<file path="config.mk">
export PLATFORM = sky130hd
export DESIGN_NAME = div_sequencer
export DESIGN_NICKNAME = d
export VERILOG_FILES = /design/src/rtl/div_sequencer_pkg.sv /design/src/rtl/div_sequencer_step.sv /design/src/rtl/div_sequencer.sv
export SDC_FILE = /design/constraint.sdc
export NUM_CORES = 1
export LEC_CHECK = 0
export ABC_AREA = 1
export ABC_CLOCK_PERIOD_IN_PS = 4350
export CAP_MARGIN = 40
export CORE_ASPECT_RATIO = 1.75
export CORE_UTILIZATION = 45
export CTS_CLUSTER_DIAMETER = 50
export DETAILED_ROUTE_END_ITERATION = 12
export RECOVER_POWER = 50
export SKIP_LAST_GASP = 1
export SYNTH_ARGS = -nofsm -noshare
export SYNTH_HDL_FRONTEND = slang
export SYNTH_SLANG_ARGS = --single-unit
</file>
<file path="constraint.sdc">
create_clock -name clk -period 4.35 [get_ports clk]
set_clock_uncertainty 0.15 [all_clocks]
set_input_delay 0.6525 -clock clk [delete_from_list [all_inputs] [get_ports clk]]
set_output_delay 0.6525 -clock clk [all_outputs]
set_load 0.03 [all_outputs]
</file>
<file path="src/rtl/div_sequencer_pkg.sv">
`default_nettype none
// ============================================================================
// Package     : riscv_defines
// Description : Shared RISC-V execute-stage types: ALU control encoding,
//               divider sequencer states and divide-class helper predicates.
// Revision    : 1.0 - initial release with divide-class additions
// ============================================================================
package riscv_defines;

    // Decoded ALU operation selector shared by the ALU and the divider
    typedef enum logic [3:0] {
        ALU_ADD  = 4'd0,
        ALU_SUB  = 4'd1,
        ALU_AND  = 4'd2,
        ALU_OR   = 4'd3,
        ALU_XOR  = 4'd4,
        ALU_SLT  = 4'd5,
        ALU_SLTU = 4'd6,
        ALU_SLL  = 4'd7,
        ALU_SRL  = 4'd8,
        ALU_SRA  = 4'd9,
        ALU_LUI  = 4'd10,
        ALU_MUL  = 4'd11,
        ALU_DIV  = 4'd12,
        ALU_DIVU = 4'd13,
        ALU_REM  = 4'd14,
        ALU_REMU = 4'd15
    } alucontrol_t;

    // Divider sequencer states
    typedef enum logic [1:0] {
        DIV_IDLE = 2'd0,
        DIV_CALC = 2'd1,
        DIV_DONE = 2'd2
    } div_state_t;

    // True for the four operations the divider handles
    function automatic logic is_div_op(input alucontrol_t op);
        return (op == ALU_DIV) || (op == ALU_DIVU) ||
               (op == ALU_REM) || (op == ALU_REMU);
    endfunction

    // True for the two-complement (signed) divide-class operations
    function automatic logic is_signed_div_op(input alucontrol_t op);
        return (op == ALU_DIV) || (op == ALU_REM);
    endfunction

    // True when the remainder, not the quotient, is returned
    function automatic logic is_rem_op(input alucontrol_t op);
        return (op == ALU_REM) || (op == ALU_REMU);
    endfunction

endpackage
`default_nettype wire

</file>
<file path="src/rtl/div_sequencer_step.sv">
`default_nettype none
// ============================================================================
// Module      : div_step
// Description : One combinational radix-2 restoring division iteration.
//               Shifts {rem, quo} left by one, trial-subtracts the divisor
//               in XLEN+1 bits and keeps the difference when nonnegative.
// Revision    : 1.0 - initial release
// ============================================================================
module div_step
    import riscv_defines::*;
#(
    parameter int XLEN = 32
) (
    input  logic [XLEN-1:0] i_rem,
    input  logic [XLEN-1:0] i_quo,
    input  logic [XLEN-1:0] i_divisor,
    output logic [XLEN-1:0] o_rem,
    output logic [XLEN-1:0] o_quo
);

    logic [XLEN:0] w_shifted_rem;
    logic [XLEN:0] w_diff;
    logic          w_fits;

    // Partial remainder after the shift; the extra top bit holds the bit
    // shifted out of rem so the trial subtraction never loses magnitude.
    assign w_shifted_rem = {i_rem, i_quo[XLEN-1]};
    assign w_diff        = w_shifted_rem - {1'b0, i_divisor};
    assign w_fits        = ~w_diff[XLEN];

    // Restore on a negative trial result, otherwise keep the difference
    always_comb begin
        o_rem = w_fits ? w_diff[XLEN-1:0] : w_shifted_rem[XLEN-1:0];
        o_quo = {i_quo[XLEN-2:0], w_fits};
    end

endmodule
`default_nettype wire

</file>
<file path="src/rtl/div_sequencer.sv">
`default_nettype none
// ============================================================================
// Module      : div_sequencer
// Description : Multi-cycle RV32M divide unit (DIV, DIVU, REM, REMU).
//               Valid/ready request side, registered result side, XLEN-step
//               restoring division with sign fixup and special-case bypass.
// Revision    : 1.0 - initial release
// ============================================================================
module div_sequencer
    import riscv_defines::*;
#(
    parameter int XLEN  = 32,
    parameter int TAG_W = 5
) (
    input  logic              clk,
    input  logic              reset,
    input  logic              flush,
    input  logic              in_valid,
    output logic              in_ready,
    input  alucontrol_t       in_op,
    input  logic [XLEN-1:0]   in_a,
    input  logic [XLEN-1:0]   in_b,
    input  logic [TAG_W-1:0]  in_tag,
    output logic              out_valid,
    input  logic              out_ready,
    output logic [XLEN-1:0]   out_result,
    output logic [TAG_W-1:0]  out_tag,
    output logic              busy
);

    localparam int              CNT_W       = $clog2(XLEN);
    localparam logic [CNT_W-1:0] c_last_step = CNT_W'(XLEN - 1);
    localparam logic [CNT_W-1:0] c_cnt_one   = CNT_W'(1);
    localparam logic [XLEN-1:0]  c_int_min   = {1'b1, {(XLEN-1){1'b0}}};

    div_state_t         r_state;
    logic [CNT_W-1:0]   r_count;
    logic [XLEN-1:0]    r_rem;
    logic [XLEN-1:0]    r_quo;
    logic [XLEN-1:0]    r_divisor;
    logic               r_is_rem;
    logic               r_neg_q;
    logic               r_neg_r;
    logic [XLEN-1:0]    r_result;
    logic [TAG_W-1:0]   r_tag;
    logic               r_out_valid;

    logic               w_signed;
    logic               w_is_rem;
    logic               w_a_neg;
    logic               w_b_neg;
    logic [XLEN-1:0]    w_abs_a;
    logic [XLEN-1:0]    w_abs_b;
    logic               w_div_zero;
    logic               w_overflow;
    logic [XLEN-1:0]    w_special_result;
    logic [XLEN-1:0]    w_next_rem;
    logic [XLEN-1:0]    w_next_quo;
    logic [XLEN-1:0]    w_quo_final;
    logic [XLEN-1:0]    w_rem_final;

    // Request decode, operand magnitudes and special-case resolution
    always_comb begin
        w_signed   = is_signed_div_op(in_op);
        w_is_rem   = is_rem_op(in_op);
        w_a_neg    = w_signed & in_a[XLEN-1];
        w_b_neg    = w_signed & in_b[XLEN-1];
        // The most negative value negates to itself, which is its correct
        // unsigned magnitude.
        w_abs_a    = w_a_neg ? -in_a : in_a;
        w_abs_b    = w_b_neg ? -in_b : in_b;
        w_div_zero = (in_b == '0);
        w_overflow = w_signed && (in_a == c_int_min) && (in_b == '1);
        if (w_div_zero) begin
            w_special_result = w_is_rem ? in_a : '1;
        end else begin
            w_special_result = w_is_rem ? '0 : in_a;
        end
    end

    div_step #(
        .XLEN      (XLEN)
    ) u_div_step (
        .i_rem     (r_rem),
        .i_quo     (r_quo),
        .i_divisor (r_divisor),
        .o_rem     (w_next_rem),
        .o_quo     (w_next_quo)
    );

    // Sign fixup applied to the outcome of the final iteration
    always_comb begin
        w_quo_final = r_neg_q ? -w_next_quo : w_next_quo;
        w_rem_final = r_neg_r ? -w_next_rem : w_next_rem;
    end

    // Sequencer FSM, operand latching, iteration and result registration
    always_ff @(posedge clk) begin
        if (reset) begin
            r_state     <= DIV_IDLE;
            r_count     <= '0;
            r_rem       <= '0;
            r_quo       <= '0;
            r_divisor   <= '0;
            r_is_rem    <= 1'b0;
            r_neg_q     <= 1'b0;
            r_neg_r     <= 1'b0;
            r_result    <= '0;
            r_tag       <= '0;
            r_out_valid <= 1'b0;
        end else if (flush) begin
            r_state     <= DIV_IDLE;
            r_out_valid <= 1'b0;
        end else begin
            case (r_state)
                DIV_IDLE: begin
                    if (in_valid) begin
                        r_tag    <= in_tag;
                        r_is_rem <= w_is_rem;
                        if (w_div_zero || w_overflow) begin
                            r_result    <= w_special_result;
                            r_out_valid <= 1'b1;
                            r_state     <= DIV_DONE;
                        end else begin
                            r_rem     <= '0;
                            r_quo     <= w_abs_a;
                            r_divisor <= w_abs_b;
                            r_neg_q   <= w_a_neg ^ w_b_neg;
                            r_neg_r   <= w_a_neg;
                            r_count   <= '0;
                            r_state   <= DIV_CALC;
                        end
                    end
                end
                DIV_CALC: begin
                    r_rem   <= w_next_rem;
                    r_quo   <= w_next_quo;
                    r_count <= r_count + c_cnt_one;
                    if (r_count == c_last_step) begin
                        r_result    <= r_is_rem ? w_rem_final : w_quo_final;
                        r_out_valid <= 1'b1;
                        r_state     <= DIV_DONE;
                    end
                end
                DIV_DONE: begin
                    if (out_ready) begin
                        r_out_valid <= 1'b0;
                        r_state     <= DIV_IDLE;
                    end
                end
                default: begin
                    r_out_valid <= 1'b0;
                    r_state     <= DIV_IDLE;
                end
            endcase
        end
    end

    assign in_ready   = (r_state == DIV_IDLE);
    assign busy       = (r_state != DIV_IDLE);
    assign out_valid  = r_out_valid;
    assign out_result = r_result;
    assign out_tag    = r_tag;

    // Only divide-class operations may be presented to this unit
    a_op_legal : assert property (@(posedge clk) disable iff (reset)
        (in_valid && in_ready) |-> is_div_op(in_op));

endmodule
`default_nettype wire

</file>
# Word-level counts from Yosys, hierarchy flattened
# Index checks and enable logic that the tools add are counted.
dict set report word_totals {
  ff_bits 144
  inputBits 78
  out_inout_bits 40
  wordCells 84
}
dict set report classes {
  n_addsub 6
  n_eq_ne 13
  muxes 32
  bitwise_logic 6
  reduce_logical 16
}
# cell n
set op_table {}
lappend op_table {{two-way mux 32 bit} 16}
lappend op_table {{one-hot mux 32 bit (2 select lines)} 3}
lappend op_table {{negator 32 bit} 4}
lappend op_table {{== test 32 bit (second input constant)} 2}
lappend op_table {{subtractor 33 x 32 -> 33 bit} 1}
lappend op_table {{zero test 32 bit} 1}
lappend op_table {{== test 4 bit (second input constant)} 3}
lappend op_table {{AND reduction 4 bit} 3}
lappend op_table {{two-way mux 5 bit} 2}
lappend op_table {{one-hot mux 5 bit (2 select lines)} 1}
lappend op_table {{two-way mux 2 bit} 4}
lappend op_table {{inequality test 2 bit (second input constant)} 4}
lappend op_table {{one-hot mux 2 bit (3 select lines)} 1}
lappend op_table {{AND reduction 3 bit} 2}
lappend op_table {{adder 5 x 1 -> 5 bit (second input constant)} 1}
lappend op_table {{== test 5 bit (second input constant)} 1}
lappend op_table {{AND reduction 5 bit} 1}
lappend op_table {{two-way mux 1 bit} 4}
lappend op_table {{nonzero test 2 bit} 2}
lappend op_table {{logical OR 1 bit} 3}
lappend op_table {{NOT 1 bit} 3}
lappend op_table {{one-hot mux 1 bit (3 select lines)} 1}
lappend op_table {{AND 1 bit} 2}
lappend op_table {{== test 2 x 1 -> 1 bit (second input constant)} 1}
lappend op_table {{other kinds (6)} 7}

# Longest topological paths before layout
# Gate-level depths: netlist (run 1).
dict set report depth {
  ltp_word 8
  depth_mapped 32
  mapped_depth_nobuf 30
}

# Cells and area by module
# From an unflattened synthesis (run 1), not the netlist that was laid out.
dict set report unflattened {
  hier_cells 2653
  hier_area_um2 14388.8
}
# mod n_inst cells_each area_each_um2 seq_area_each_um2
set by_module_without_submodules {}
lappend by_module_without_submodules {div_sequencer 1 1941 10998.0 2882.8}
lappend by_module_without_submodules {div_step 1 712 3390.8 0.0}

# Worst setup path after synthesis (run 1)
# Ideal clock, no wire load.
dict set report synth_timing {
  path_type {reg2reg}
  from {register r_quo[31]}
  to {register r_result[30], in the netlist out_result[30]}
  setup_time_ns 0.068
  arrival_ns 3.698
  t_required_ns 4.132
  setup_slack_ns 0.435
  stages_incl_launch_ff 32
  n_path_buf 2
  synth_period_minus_slack_ns 3.915
  cell_sequence {dfxtp_1 > inv_1 > ha_1 > inv_1 > fa_1 > nand2_1 > nand2_1 > nand3_1 > nand2_2 > nand2_2 > nand2_4 > nand2_4 > nand3_4 > nand2_8 > buf_8 > buf_6 > ha_1 > nand3_1 > inv_1 > nand2_1 > inv_1 > nand4_1 > nor4_1 > nand2_1 > a21oi_1 > o21a_1 > o21ai_0 > a21oi_1 > nor2_1 > nand2_1 > nand2_1 > a21oi_2}
}
dict set report synth_between {
  elab_chain_len 7
  elab_cells_between_ends 10
  classes_between {add/sub: 3; mux: 6; bitwise: 1}
}
# element line
set synth_lines {}
lappend synth_lines {{start, declared} div_sequencer.sv:39} ;# logic [XLEN-1:0] r_quo;
lappend synth_lines {{start signal, assigned} div_sequencer.sv:126} ;# r_quo <= w_abs_a;
lappend synth_lines {{start signal, assigned} div_sequencer.sv:137} ;# r_quo <= w_next_quo;
lappend synth_lines {{subtractor 33 x 32 -> 33 bit} div_sequencer_step.sv:28} ;# assign w_diff = w_shifted_rem - {1'b0, i_divisor};
lappend synth_lines {{two-way mux 32 bit / NOT 1 bit (equally long branches)} {div_sequencer_step.sv:33, div_sequencer_step.sv:29}}
lappend synth_lines {{negator 32 bit, on equally long branches} {div_sequencer.sv:94, div_sequencer.sv:93}}
lappend synth_lines {{two-way mux 32 bit, on equally long branches} {div_sequencer.sv:94, div_sequencer.sv:93}}
lappend synth_lines {{two-way mux 32 bit (*)} div_sequencer.sv:140} ;# r_result <= r_is_rem ? w_rem_final : w_quo_final;
lappend synth_lines {{two-way mux 32 bit (*)} div_sequencer.sv:139} ;# if (r_count == c_last_step) begin
lappend synth_lines {{one-hot mux 32 bit (2 select lines) (*)} div_sequencer.sv:115} ;# case (r_state)
lappend synth_lines {{end signal, assigned} div_sequencer.sv:121} ;# r_result <= w_special_result;
lappend synth_lines {{end signal, assigned} div_sequencer.sv:140}
lappend synth_lines {{end, declared} div_sequencer.sv:44} ;# logic [XLEN-1:0] r_result;
# Mark *: on every way between the ends. The rest lies on a longest branch, timed or not. The select of a mux whose other input is x is not followed.
# A chain may end at the register's enable or synchronous reset.

# Worst setup path in the final report (run 1)
# Ends and elaborated chain as after synthesis.

==> impl_metrics.json, run 1 <==
{
  "status": "finished, violations left",
  "violations": "capacitance limit, slew limit",
  "grtUsageTotal": 0.3303,
  "drcViolationCount": 0,
  "dp.final_hpwl_um": 37330,
  "cts.path.max_buffers": 2,
  "nets": 2390,
  "synth_area_leader_cell": "dfxtp_1",
  "cp.buffers_inverters": 5,
  "wl_per_cell_um": 17.87,
  "cp_slowest_cell": "fa_1",
  "grt_setup_unrepaired": "true",
  "critPathKind": "reg2reg",
  "clk_pin_slew_ns": 0.07,
  "hold_path_depth": 2,
  "crit_path_end_kind": "flop",
  "p_per_area_nw_per_um2": 271.5,
  "hp-class": "reg2reg",
  "r2r_slack_ns": 0.27,
  "path_delay_family": "simple AND/OR/NAND/NOR gates",
  "maxSlewViolCount": 35,
  "grt_max_degree": 69,
  "fp-row-count": 81,
  "p_leak_nw": 6.950,
  "setup_viol": 0,
  "ys_warn_count": 0,
  "drtPass1Iterations": 7,
  "cts.sinks": 144,
  "max_cap_violations": 1,
  "dieArea_um2": 29360,
  "yosys.area.top_type_share": 0.2236,
  "slew_headroom": -0.1244,
  "r2r_end": "out_result[30]$_SDFFE_PP0P_",
  "arrival_ns": 4.32,
  "synth.cell_area_um2": 12890,
  "syn_inst": 2188,
  "final_cells": 2657,
  "ir_worst_vdd_v": 0.0003211,
  "crit_path_max_fanout": 4,
  "globalRouteOverflowTotal": 0,
  "gp_congestion": 0.9524,
  "place_inst": 2625,
  "numCtsBuffers": 17,
  "die_x_um": 130.0,
  "cts_tree": "yes",
  "synth_seq_cells": 144,
  "vias": 14668,
  "drt_wl_total_um": 47470,
  "hold_viol_final": 0,
  "antenna_left": 0,
  "synth_edf_count": 0,
  "core_area_um2": 28070,
  "critPathMaxStageDelay_ns": 0.40,
  "drtIter0Drc": 1034,
  "finish.utilization": 0.5396,
  "syn_avg_cell_area_um2": 5.893,
  "die_y_um": 225.9,
  "clock_latency_ns": 0.46,
  "boundaryPins": 118,
  "cp-start-kind": "flop",
  "hold_buffers": 0,
  "tightest_slew_ns": 1.687,
  "crit_path_frequent_cell": "nand2_1",
  "drive_gt1_frac": 0.08406,
  "holdWs_ns": 0.2977,
  "htree_levels": 4,
  "first_global_vias": 13808,
  "period_share": 0.9381,
  "fmax_mhz": 245.0,
  "min_from": "out_valid$_SDFFE_PP0P_",
  "via_per_inst": 5.521,
  "cp.required_ns": 4.59,
  "start_util": 0.4593,
  "num_antenna_cells": 0,
  "yosysUniqueCellTypes": 55,
  "syn2layout_area_growth_pct": 17.48,
  "cts_root_buf": "clkbuf_16",
  "async_flop_share": 0,
  "antenna_found_initial": 0,
  "dp_slack_ns": 0.1138,
  "period_needed_ns": 4.081,
  "ys_seq_area_frac": 0.2236,
  "reg2reg_from": "r_quo[31]$_SDFFE_PP0P_",
  "io_buffer_count": 117,
  "setup_slack_ns": 0.2691,
  "ys.flop_type": "dfxtp_1",
  "min_to": "out_valid$_SDFFE_PP0P_",
  "syn_nets": 2306,
  "reg2regPathDepth": 30,
  "grt_pass1_wl_um": 73500,
  "ys_top_cells_by_area": "dfxtp_1 (22%), nand2_1 (16%), a21oi_1 (8.4%)"
}
==> sequential cells by signal (all words and copies together), names as in the netlist, 2 cells and up <==
register and flops:
r_rem 32, out_tag 5, r_count 5, out_result 32
r_divisor 32, r_quo 32, r_state 2
==> worst max path at each step <==
| stage | start | end | cells past startpoint |
|---|---|---|---|
| final | r_quo[31]$_SDFFE_PP0P_ | out_result[30]$_SDFFE_PP0P_ | 30 |
| after global routing | r_quo[31]$_SDFFE_PP0P_ | out_result[30]$_SDFFE_PP0P_ | 30 |
| after CTS | r_quo[31]$_SDFFE_PP0P_ | out_result[24]$_SDFFE_PP0P_ | 30 |
| after detailed placement | in_b[0] | out_result[3]$_SDFFE_PP0P_ | 18 |
| after global placement | in_b[0] | out_result[3]$_SDFFE_PP0P_ | 18 |
| after floorplan | r_quo[31]$_SDFFE_PP0P_ | out_result[30]$_SDFFE_PP0P_ | 31 |
==> through the flow <==
stage	instance area [um2]	power, mW	setup TNS, ns
after floorplan	12890	2.193	0
after global placement	14440	2.585	0
after detailed placement	14560	2.605	0
after CTS	15150	4.118	0
after global routing	15150	4.304	-0.06077
final	15150	4.113	0
==> metal layers <==
| layer | global-route usage | up-vias | part of all wire |
|---|---|---|---|
| li1 | - | 7361 | - |
| met1 | 0.3452 | 6721 | 0.37 |
| met2 | 0.6200 | 457 | 0.53 |
| met3 | 0.04264 | 129 | 0.038 |
| met4 | 0.1868 | 0 | 0.056 |
| met5 | 0 | - | 0 |
==> worst min-delay path, cell delays in order, from the launching register on <==
cell and delay (ns):
dfxtp_1 0.31, inv_1 0.04, a21oi_1 0.05
==> layout make-up <==
cell class / instances / area, um2
timing repair buffer: 158 / 1588
inverter: 268 / 1006
tap: 373 / 466.7
clock buffer: 19 / 452.9
multi-input combinational: 1683 / 8617
fill: 3025 / 12920
clock inverter: 12 / 135.1
sequential: 144 / 2883
==> where the power goes <==
| group | internal, mW | total [mW] | switching (mW) |
|---|---|---|---|
| logic | 0.379 | 1.16 | 0.778 |
| registers | 1.38 | 1.44 | 0.0517 |
| clock network | 0.873 | 1.52 | 0.648 |
| total | 2.64 | 4.11 | 1.48 |
==> placed cells by master, fill, tap and decap left out, types with 38 or more instances in the layout <==
master / count
o21ai_0: 214
inv_1: 252
dlygate4sd3_1: 41
dfxtp_1: 144
ha_1: 38
nand3_1: 143
clkdlybuf4s50_1: 75
nand2_1: 557
nor2_1: 192
a21oi_1: 215
==> kinds of logic (layout without fill, tap and decap cells) <==
| kind of cell | count (synthesis) | count (layout) | share of synthesized area |
|---|---|---|---|
| xor gates and xnor gates | 49 | 49 | 0.03328 |
| and+or+nand+nor | 1052 | 1052 | 0.3601 |
| buffers and inverters | 361 | 457 | 0.1115 |
| AOI/OAI and AO/OA | 537 | 537 | 0.2283 |
| adders and majority gates | 45 | 45 | 0.04328 |
| DFF | 144 | 144 | 0.2236 |
==> Yosys cell counts (all sizes together), types with 2 or more instances <==
master,number
a211oi,6
a21o,2
a21oi,227
a221oi,4
a31oi,17
buf,21
clkbuf,72
clkinv,3
dfxtp,144
ha,39
inv,265
maj3,5
nand2,604
nand3,150
nand3b,6
nand4,29
nor2,217
nor3,28
nor4,10
o211ai,12
o21a,3
o21ai,242
o21bai,10
o22ai,8
or2,7
xnor2,15
xor2,34
==> repair_timing <==
action | in CTS | in global routing
endpoints found under the setup margin | 0 | 7
gates resized for setup | 0 | 8
setup buffers | 0 | 1
Power figures use the tool's default switching activity.
==> run 2, diff against run 1 <==
--- a/config.mk
+++ b/config.mk
@@ -5,15 +5,15 @@
 export SDC_FILE = /design/constraint.sdc
 export NUM_CORES = 1
 export LEC_CHECK = 0
-export ABC_AREA = 1
-export ABC_CLOCK_PERIOD_IN_PS = 4350
+export ABC_AREA = 0
+export ABC_CLOCK_PERIOD_IN_PS = 4300
 export CAP_MARGIN = 40
 export CORE_ASPECT_RATIO = 1.75
 export CORE_UTILIZATION = 45
 export CTS_CLUSTER_DIAMETER = 50
 export DETAILED_ROUTE_END_ITERATION = 12
+export PLACE_DENSITY = 0.66
 export RECOVER_POWER = 50
-export SKIP_LAST_GASP = 1
 export SYNTH_ARGS = -nofsm -noshare
 export SYNTH_HDL_FRONTEND = slang
 export SYNTH_SLANG_ARGS = --single-unit
==> constraint.sdc (replaced) <==
create_clock -name clk -period 4.3 [get_ports clk]
set_clock_uncertainty 0.15 [all_clocks]
set_input_delay 0.645 -clock clk [delete_from_list [all_inputs] [get_ports clk]]
set_output_delay 0.645 -clock clk [all_outputs]
set_load 0.03 [all_outputs]
==> run 2 against run 1 <==
Effect of this change:
- the flow finishes with violations (setup timing)
- sequential power hardly changed
- register-to-register slack worse by 0.58 ns
- maximum frequency is 11% lower
- critical path depth is 9 lower
- clock-buffer cell count stayed put
- setup slack worse by 0.58 ns
- routed wire length is 3.3% lower
- sequential share of layout area is 1.2 points lower
- flip-flop and latch count stayed put
- core utilization is 10 points higher
- die area is 10% lower
- critical path type unchanged
- critical endpoint is now out_result[24]$_SDFFE_PP0P_
- largest cell class unchanged
==> impl_metrics.json, run 2 <==
{
  "cp-start-kind": "flop",
  "grt_setup_unrepaired": "true",
  "critPathKind": "reg2reg",
  "p_int_mw": 2.988,
  "drtIter0Drc": 813,
  "slew_headroom": 0.3331,
  "status": "finished, violations left",
  "antenna_left": 0,
  "synth_edf_count": 0,
  "syn_avg_cell_area_um2": 7.220,
  "final_common_cell": "buf_4",
  "wl_per_cell_um": 20.35,
  "numCtsBuffers": 17,
  "synth_seq_cells": 144,
  "async_flop_share": 0,
  "synth.cell_area_um2": 11600,
  "cts.sinks": 144,
  "die_x_um": 123.3,
  "drt_wl_total_um": 45920,
  "drtPass1Iterations": 5,
  "drcViolationCount": 0,
  "ys_top_cells_by_count": "nor2_1 (234), a21oi_1 (144), dfxtp_1 (144), nand2_1 (134), o21ai_0 (116)",
  "max_cap_violations": 0,
  "power_switching_mw": 1.365,
  "finish.utilization": 0.6414,
  "pwr-share-comb": 0.285,
  "wl_met1_um": 15710,
  "grtUsageTotal": 0.3551,
  "syn_inst": 1606,
  "hold_buffers": 0,
  "drive_gt1_frac": 0.2179,
  "seq_power_share": 0.331,
  "io_buffer_count": 117,
  "ys_top_cells_by_area": "dfxtp_1 (25%), nor2_1 (7.6%), a21oi_1 (6.2%)",
  "p_leak_nw": 6.621,
  "ys.flop_type": "dfxtp_1",
  "num_antenna_cells": 0,
  "place_inst": 2203,
  "syn2layout_area_growth_pct": 39.62,
  "cp.required_ns": 4.49,
  "syn_nets": 1724,
  "grt_max_degree": 64,
  "clk_pin_slew_ns": 0.07,
  "period_share": 1.072,
  "cts.path.max_buffers": 2,
  "cts_tree": "yes",
  "placed_area_um2": 14900,
  "wl_met2_um": 23530,
  "fp-row-count": 77,
  "yosysMostFrequentCell": "nor2_1",
  "htree_levels": 4,
  "die_y_um": 214.4,
  "path_cells": "inv_2, ha_4, inv_2, fa_2, a21o_1, a221o_1, a31oi_4, a21oi_4, nor3_4, nor2_4, inv_4, ha_4, nand2_2, or4_4, or3_4, or3_4, o41ai_2, xnor2_1, o221ai_1, o21ai_1, a32o_1",
  "routed-wl-met3_um": 2437,
  "hp-class": "reg2reg",
  "tightest_slew_ns": 0.9967,
  "dp_slack_ns": -0.4963,
  "crit_path_max_fanout": 3,
  "clock_latency_ns": 0.46,
  "via_per_inst": 5.938,
  "routed.top_layer": "met4",
  "final_cells": 2257,
  "setup_slack_ns": -0.3091,
  "crit_path_end_kind": "flop",
  "grt_pass1_wl_um": 70640,
  "ys_seq_area_frac": 0.2486,
  "dp.final_hpwl_um": 36040,
  "period_needed_ns": 4.609,
  "maxSlewViolCount": 0,
  "critPathMaxStageDelay_ns": 0.42,
  "ys_warn_count": 0,
  "core_area_um2": 25240,
  "fmax_mhz": 217.0,
  "yosysUniqueCellTypes": 82,
  "vias": 13401,
  "power.share.clock": 0.385,
  "holdWs_ns": 0.2916,
  "violations": "setup timing",
  "globalRouteOverflowTotal": 0,
  "tns_ns": -1.834,
  "gp_congestion": 1.039,
  "switching_share": 0.3135,
  "dieArea_um2": 26440,
  "p_per_area_nw_per_um2": 268.9,
  "cp_slowest_cell": "or4_4",
  "antenna_found_initial": 0,
  "nets": 2046,
  "finalPower_mw": 4.353,
  "setup_viol": 26,
  "cts_root_buf": "clkbuf_16",
  "yosys.area.top_type_share": 0.2486,
  "most-common-layout-cells": "buf_4 (269), nor2_1 (233), a21oi_1 (143), dfxtp_1 (142), nand2_1 (131)",
  "arrival_ns": 4.80,
  "ir_worst_vdd_v": 0.0003052,
  "synth_area_leader_cell": "dfxtp_1",
  "hold_viol_final": 0,
  "start_util": 0.4594,
  "first_global_vias": 13277,
  "boundaryPins": 118,
  "fin_area_um2": 16190
}
-- run 2: cell count changes after synthesis, sizes merged, moves of 42 or more --
cell	before	now
xnor2	15	63
inv	265	61
o21ai	242	122
a211oi	6	74
xor2	34	76
nand2	604	135
a21oi	227	146
nand3	150	23
-- run 2: kinds of logic after synthesis --
logic type | count (synthesis) | share of synthesized area
muxes | 32 | 0.02795
AOI/OAI and AO/OA | 519 | 0.2881
adders and majority gates | 42 | 0.04553
buffers and inverters | 167 | 0.06085
xor gates and xnor gates | 139 | 0.1050
and+or+nand+nor | 563 | 0.2240
DFF | 144 | 0.2486
-- run 2: worst paths after layout --
path              depth (start not counted)  slack [ns]                   startpoint                          end
setup reg to reg                         21       -0.31       r_quo[31]$_SDFFE_PP0P_  out_result[24]$_SDFFE_PP0P_
hold / removal                            2        0.29  out_result[11]$_SDFFE_PP0P_  out_result[11]$_SDFFE_PP0P_
setup / recovery                         21       -0.31       r_quo[31]$_SDFFE_PP0P_  out_result[24]$_SDFFE_PP0P_
hold reg to reg                           2        0.29  out_result[11]$_SDFFE_PP0P_  out_result[11]$_SDFFE_PP0P_
-- run 2: final cells by class --
class | count | area [um2]
Clock buffer | 19 | 442.9
Multi-Input combinational cell | 1295 | 8546
Clock inverter | 13 | 209.0
Timing Repair Buffer | 408 | 3473
Sequential cell | 144 | 2885
Fill cell | 2345 | 9051
Tap cell | 316 | 395.4
Inverter | 62 | 239.0
-- run 2: repair_timing --
| action | CTS | global route |
|---|---|---|
| setup endpoints to repair | 17 | 25 |
| gates resized for setup | 36 | 74 |
| setup buffers | 5 | 20 |
| pin swaps | 14 | 34 |
| hold endpoints to repair | 0 | 0 |
-- run 2: metal layers --
layer  vias to the layer above  global-route usage
met3                       211             0.08245
met5                         -                   0
li1                       6420                   -
met4                         0              0.2972
met2                       486              0.6363
met1                      6284              0.3289
-- run 2: worst max-delay path, delay by kind of cell (launching register included) --
kind / cells / cell delay [ns]
adders and majority gates: 3 / 0.62
buffers and inverters: 3 / 0.19
DFF: 1 / 0.32
xor gates and xnor gates: 1 / 0.11
and+or+nand+nor: 6 / 1.50
AOI/OAI and AO/OA: 8 / 1.64
-- run 2: power by group through the flow --
stage               clock network, mW  registers (mW)  logic, mW
floorplan                           0            1.45      0.612
global placement                    0            1.46       1.11
detailed placement                  0            1.46       1.13
CTS                              1.69            1.43       1.16
global route                     1.74            1.44       1.34
finish                           1.67            1.44       1.24
==> run 3, diff against run 2 <==
--- a/config.mk
+++ b/config.mk
@@ -6,9 +6,10 @@
 export NUM_CORES = 1
 export LEC_CHECK = 0
 export ABC_AREA = 0
-export ABC_CLOCK_PERIOD_IN_PS = 4300
+export ABC_CLOCK_PERIOD_IN_PS = 4500
 export CAP_MARGIN = 40
 export CORE_ASPECT_RATIO = 1.75
+export CORE_MARGIN = 4
 export CORE_UTILIZATION = 45
 export CTS_CLUSTER_DIAMETER = 50
 export DETAILED_ROUTE_END_ITERATION = 12
==> constraint.sdc (replaced) <==
create_clock -name clk -period 4.5 [get_ports clk]
set_clock_uncertainty 0.15 [all_clocks]
set_input_delay 0.675 -clock clk [delete_from_list [all_inputs] [get_ports clk]]
set_output_delay 0.675 -clock clk [all_outputs]
set_load 0.03 [all_outputs]
==> run 3 against run 2 <==
Effect of this change:
- the run still ends with setup timing left
- first-iteration DRC count fell by 0.86%
- register-to-register slack better by 0.13 ns
- flip-flop and latch count stayed put
- non-clock buffer count decreased by 76
- final area fell by 5.7%
- core utilization fell by 3.9 points
- clock-buffer cell count is 1 higher
- hold slack got worse by 0.0012 ns
- critical path type unchanged
==> impl_metrics.json, run 3 (same netlist as run 2, synthesis figures left out) <==
{
  "grtUsageMet1": 0.3020,
  "hp-class": "reg2reg",
  "boundaryPins": 118,
  "maxSlewViolCount": 0,
  "crit_path_end_kind": "flop",
  "ir_worst_vdd_v": 0.0002962,
  "p_leak_nw": 6.114,
  "grt_setup_unrepaired": "true",
  "die_x_um": 129.3,
  "path_cells": "inv_2, ha_4, inv_2, fa_2, a21o_1, a221o_1, a31oi_4, a21oi_4, nor3_4, nor2_4, inv_2, ha_4, nand2_2, or4_4, or3_4, or3_4, o41ai_4, xnor2_1, o221ai_1, o21ai_1, a32o_1",
  "met2_usage": 0.5580,
  "p_per_area_nw_per_um2": 255.1,
  "grt_pass1_wl_um": 68810,
  "cts_tree": "yes",
  "finish.utilization": 0.6028,
  "switching_share": 0.3289,
  "critPathKind": "reg2reg",
  "drtIter0Drc": 806,
  "grt_use_met3": 0.05580,
  "htree_levels": 4,
  "clock_latency_ns": 0.46,
  "grt_max_degree": 67,
  "slew_headroom": 0.4329,
  "start_util": 0.4577,
  "cts.sinks": 144,
  "drive_gt1_frac": 0.1748,
  "power.share.clock": 0.367,
  "path_delay_family": "compound AO/OA/AOI/OAI gates",
  "tightest_slew_ns": 0.8506,
  "numCtsBuffers": 17,
  "drtPass1Iterations": 8,
  "dp.final_hpwl_um": 35970,
  "pwr-share-comb": 0.281,
  "hold_buffers": 0,
  "violations": "setup timing",
  "holdWs_ns": 0.2904,
  "period_share": 1.039,
  "cts_root_buf": "clkbuf_16",
  "p_int_mw": 2.615,
  "globalRouteOverflowTotal": 0,
  "core_area_um2": 25340,
  "cp.buffers_inverters": 3,
  "cp.required_ns": 4.70,
  "cp-start-kind": "flop",
  "antenna_left": 0,
  "setup_viol": 6,
  "drcViolationCount": 0,
  "cts.path.max_buffers": 2,
  "fp-row-count": 77,
  "clk_pin_slew_ns": 0.07,
  "die_y_um": 220.4,
  "crit_path_max_fanout": 3,
  "io_buffer_count": 117,
  "via_per_inst": 6.059,
  "most-common-layout-cells": "nor2_1 (233), buf_4 (202), a21oi_1 (143), dfxtp_1 (142), nand2_1 (132)",
  "vias": 13215,
  "cp_slowest_cell": "or4_4",
  "nets": 1970,
  "status": "finished, violations left",
  "arrival_ns": 4.88,
  "hold_viol_final": 0,
  "dieArea_um2": 28500,
  "crit_path_frequent_cell": "inv_2",
  "antenna_found_initial": 0,
  "gp_congestion": 1.017,
  "critPathMaxStageDelay_ns": 0.42,
  "seq_power_share": 0.352,
  "wl_per_cell_um": 20.68,
  "num_antenna_cells": 0,
  "drt_wl_total_um": 45100,
  "grt_busiest_layer": "met2",
  "power_switching_mw": 1.281,
  "finalPower_mw": 3.896,
  "first_global_vias": 12831,
  "period_needed_ns": 4.676,
  "syn2layout_area_growth_pct": 31.71,
  "fmax_mhz": 213.8,
  "setup_slack_ns": -0.1764,
  "max_cap_violations": 0,
  "final_common_cell": "nor2_1",
  "grtUsageTotal": 0.3135
}
run 3: final cells by class:
cell class | count | area, um2
fill | 2410 | 10060
multi-input combinational | 1295 | 8337
sequential | 144 | 2885
timing repair buffer | 332 | 2849
clock buffer | 20 | 436.7
tap | 316 | 395.4
inverter | 62 | 232.7
clock inverter | 12 | 137.6
run 3: timing repair:
item	in CTS	in global routing
gates resized for setup	24	40
setup buffers	3	5
hold endpoints to repair	0	0
pin swaps	9	24
endpoints found under the setup margin	8	22
run 3: power by group through the flow:
stage | registers, mW | clock network (mW) | logic (mW)
6_report | 1.37 | 1.43 | 1.10
2_1_floorplan | 1.38 | 0 | 0.584
3_5_place_dp | 1.40 | 0 | 1.03
4_1_cts | 1.37 | 1.45 | 1.06
3_3_place_gp | 1.39 | 0 | 1.03
5_1_grt | 1.38 | 1.49 | 1.19
run 3: worst reg2reg max path: cells and delay by family, from the launching register on:
kind | cells | cell delay [ns]
buf+inv | 3 | 0.18
compound gates | 8 | 1.72
flops | 1 | 0.32
xor+xnor | 1 | 0.13
simple gates | 6 | 1.48
fa+ha+maj | 3 | 0.62
run 3: per-layer routing:
| metal | part of all wire | up-vias | routed length (um) |
|---|---|---|---|
| met2 | 0.51 | 584 | 22860 |
| met1 | 0.34 | 6143 | 15270 |
| met4 | 0.10 | 0 | 4661 |
| li1 | - | 6278 | - |
| met3 | 0.051 | 210 | 2313 |
| met5 | 0 | - | 0 |
run 3: per-stage QoR:
| step | cells | setup WS, ns | setup TNS, ns | cell area (um2) |
|---|---|---|---|---|
| after floorplan | 1606 | -0.5590 | -2.427 | 11690 |
| after global placement | 2142 | -0.2172 | -1.668 | 14420 |
| after detailed placement | 2143 | -0.3133 | -3.005 | 14430 |
| after CTS | 2178 | -0.1634 | -0.4572 | 15110 |
| after global routing | 2181 | -0.3732 | -7.924 | 15270 |
| final | 2181 | -0.1764 | -0.4422 | 15270 |
run 3: worst paths after layout:
kind,start,to,slack (ns),cells after the start
setup / recovery,r_quo[31]$_SDFFE_PP0P_,out_result[24]$_SDFFE_PP0P_,-0.18,21
hold / removal,out_result[11]$_SDFFE_PP0P_,out_result[11]$_SDFFE_PP0P_,0.29,2
setup reg to reg,r_quo[31]$_SDFFE_PP0P_,out_result[24]$_SDFFE_PP0P_,-0.18,21
hold reg to reg,out_result[11]$_SDFFE_PP0P_,out_result[11]$_SDFFE_PP0P_,0.29,2
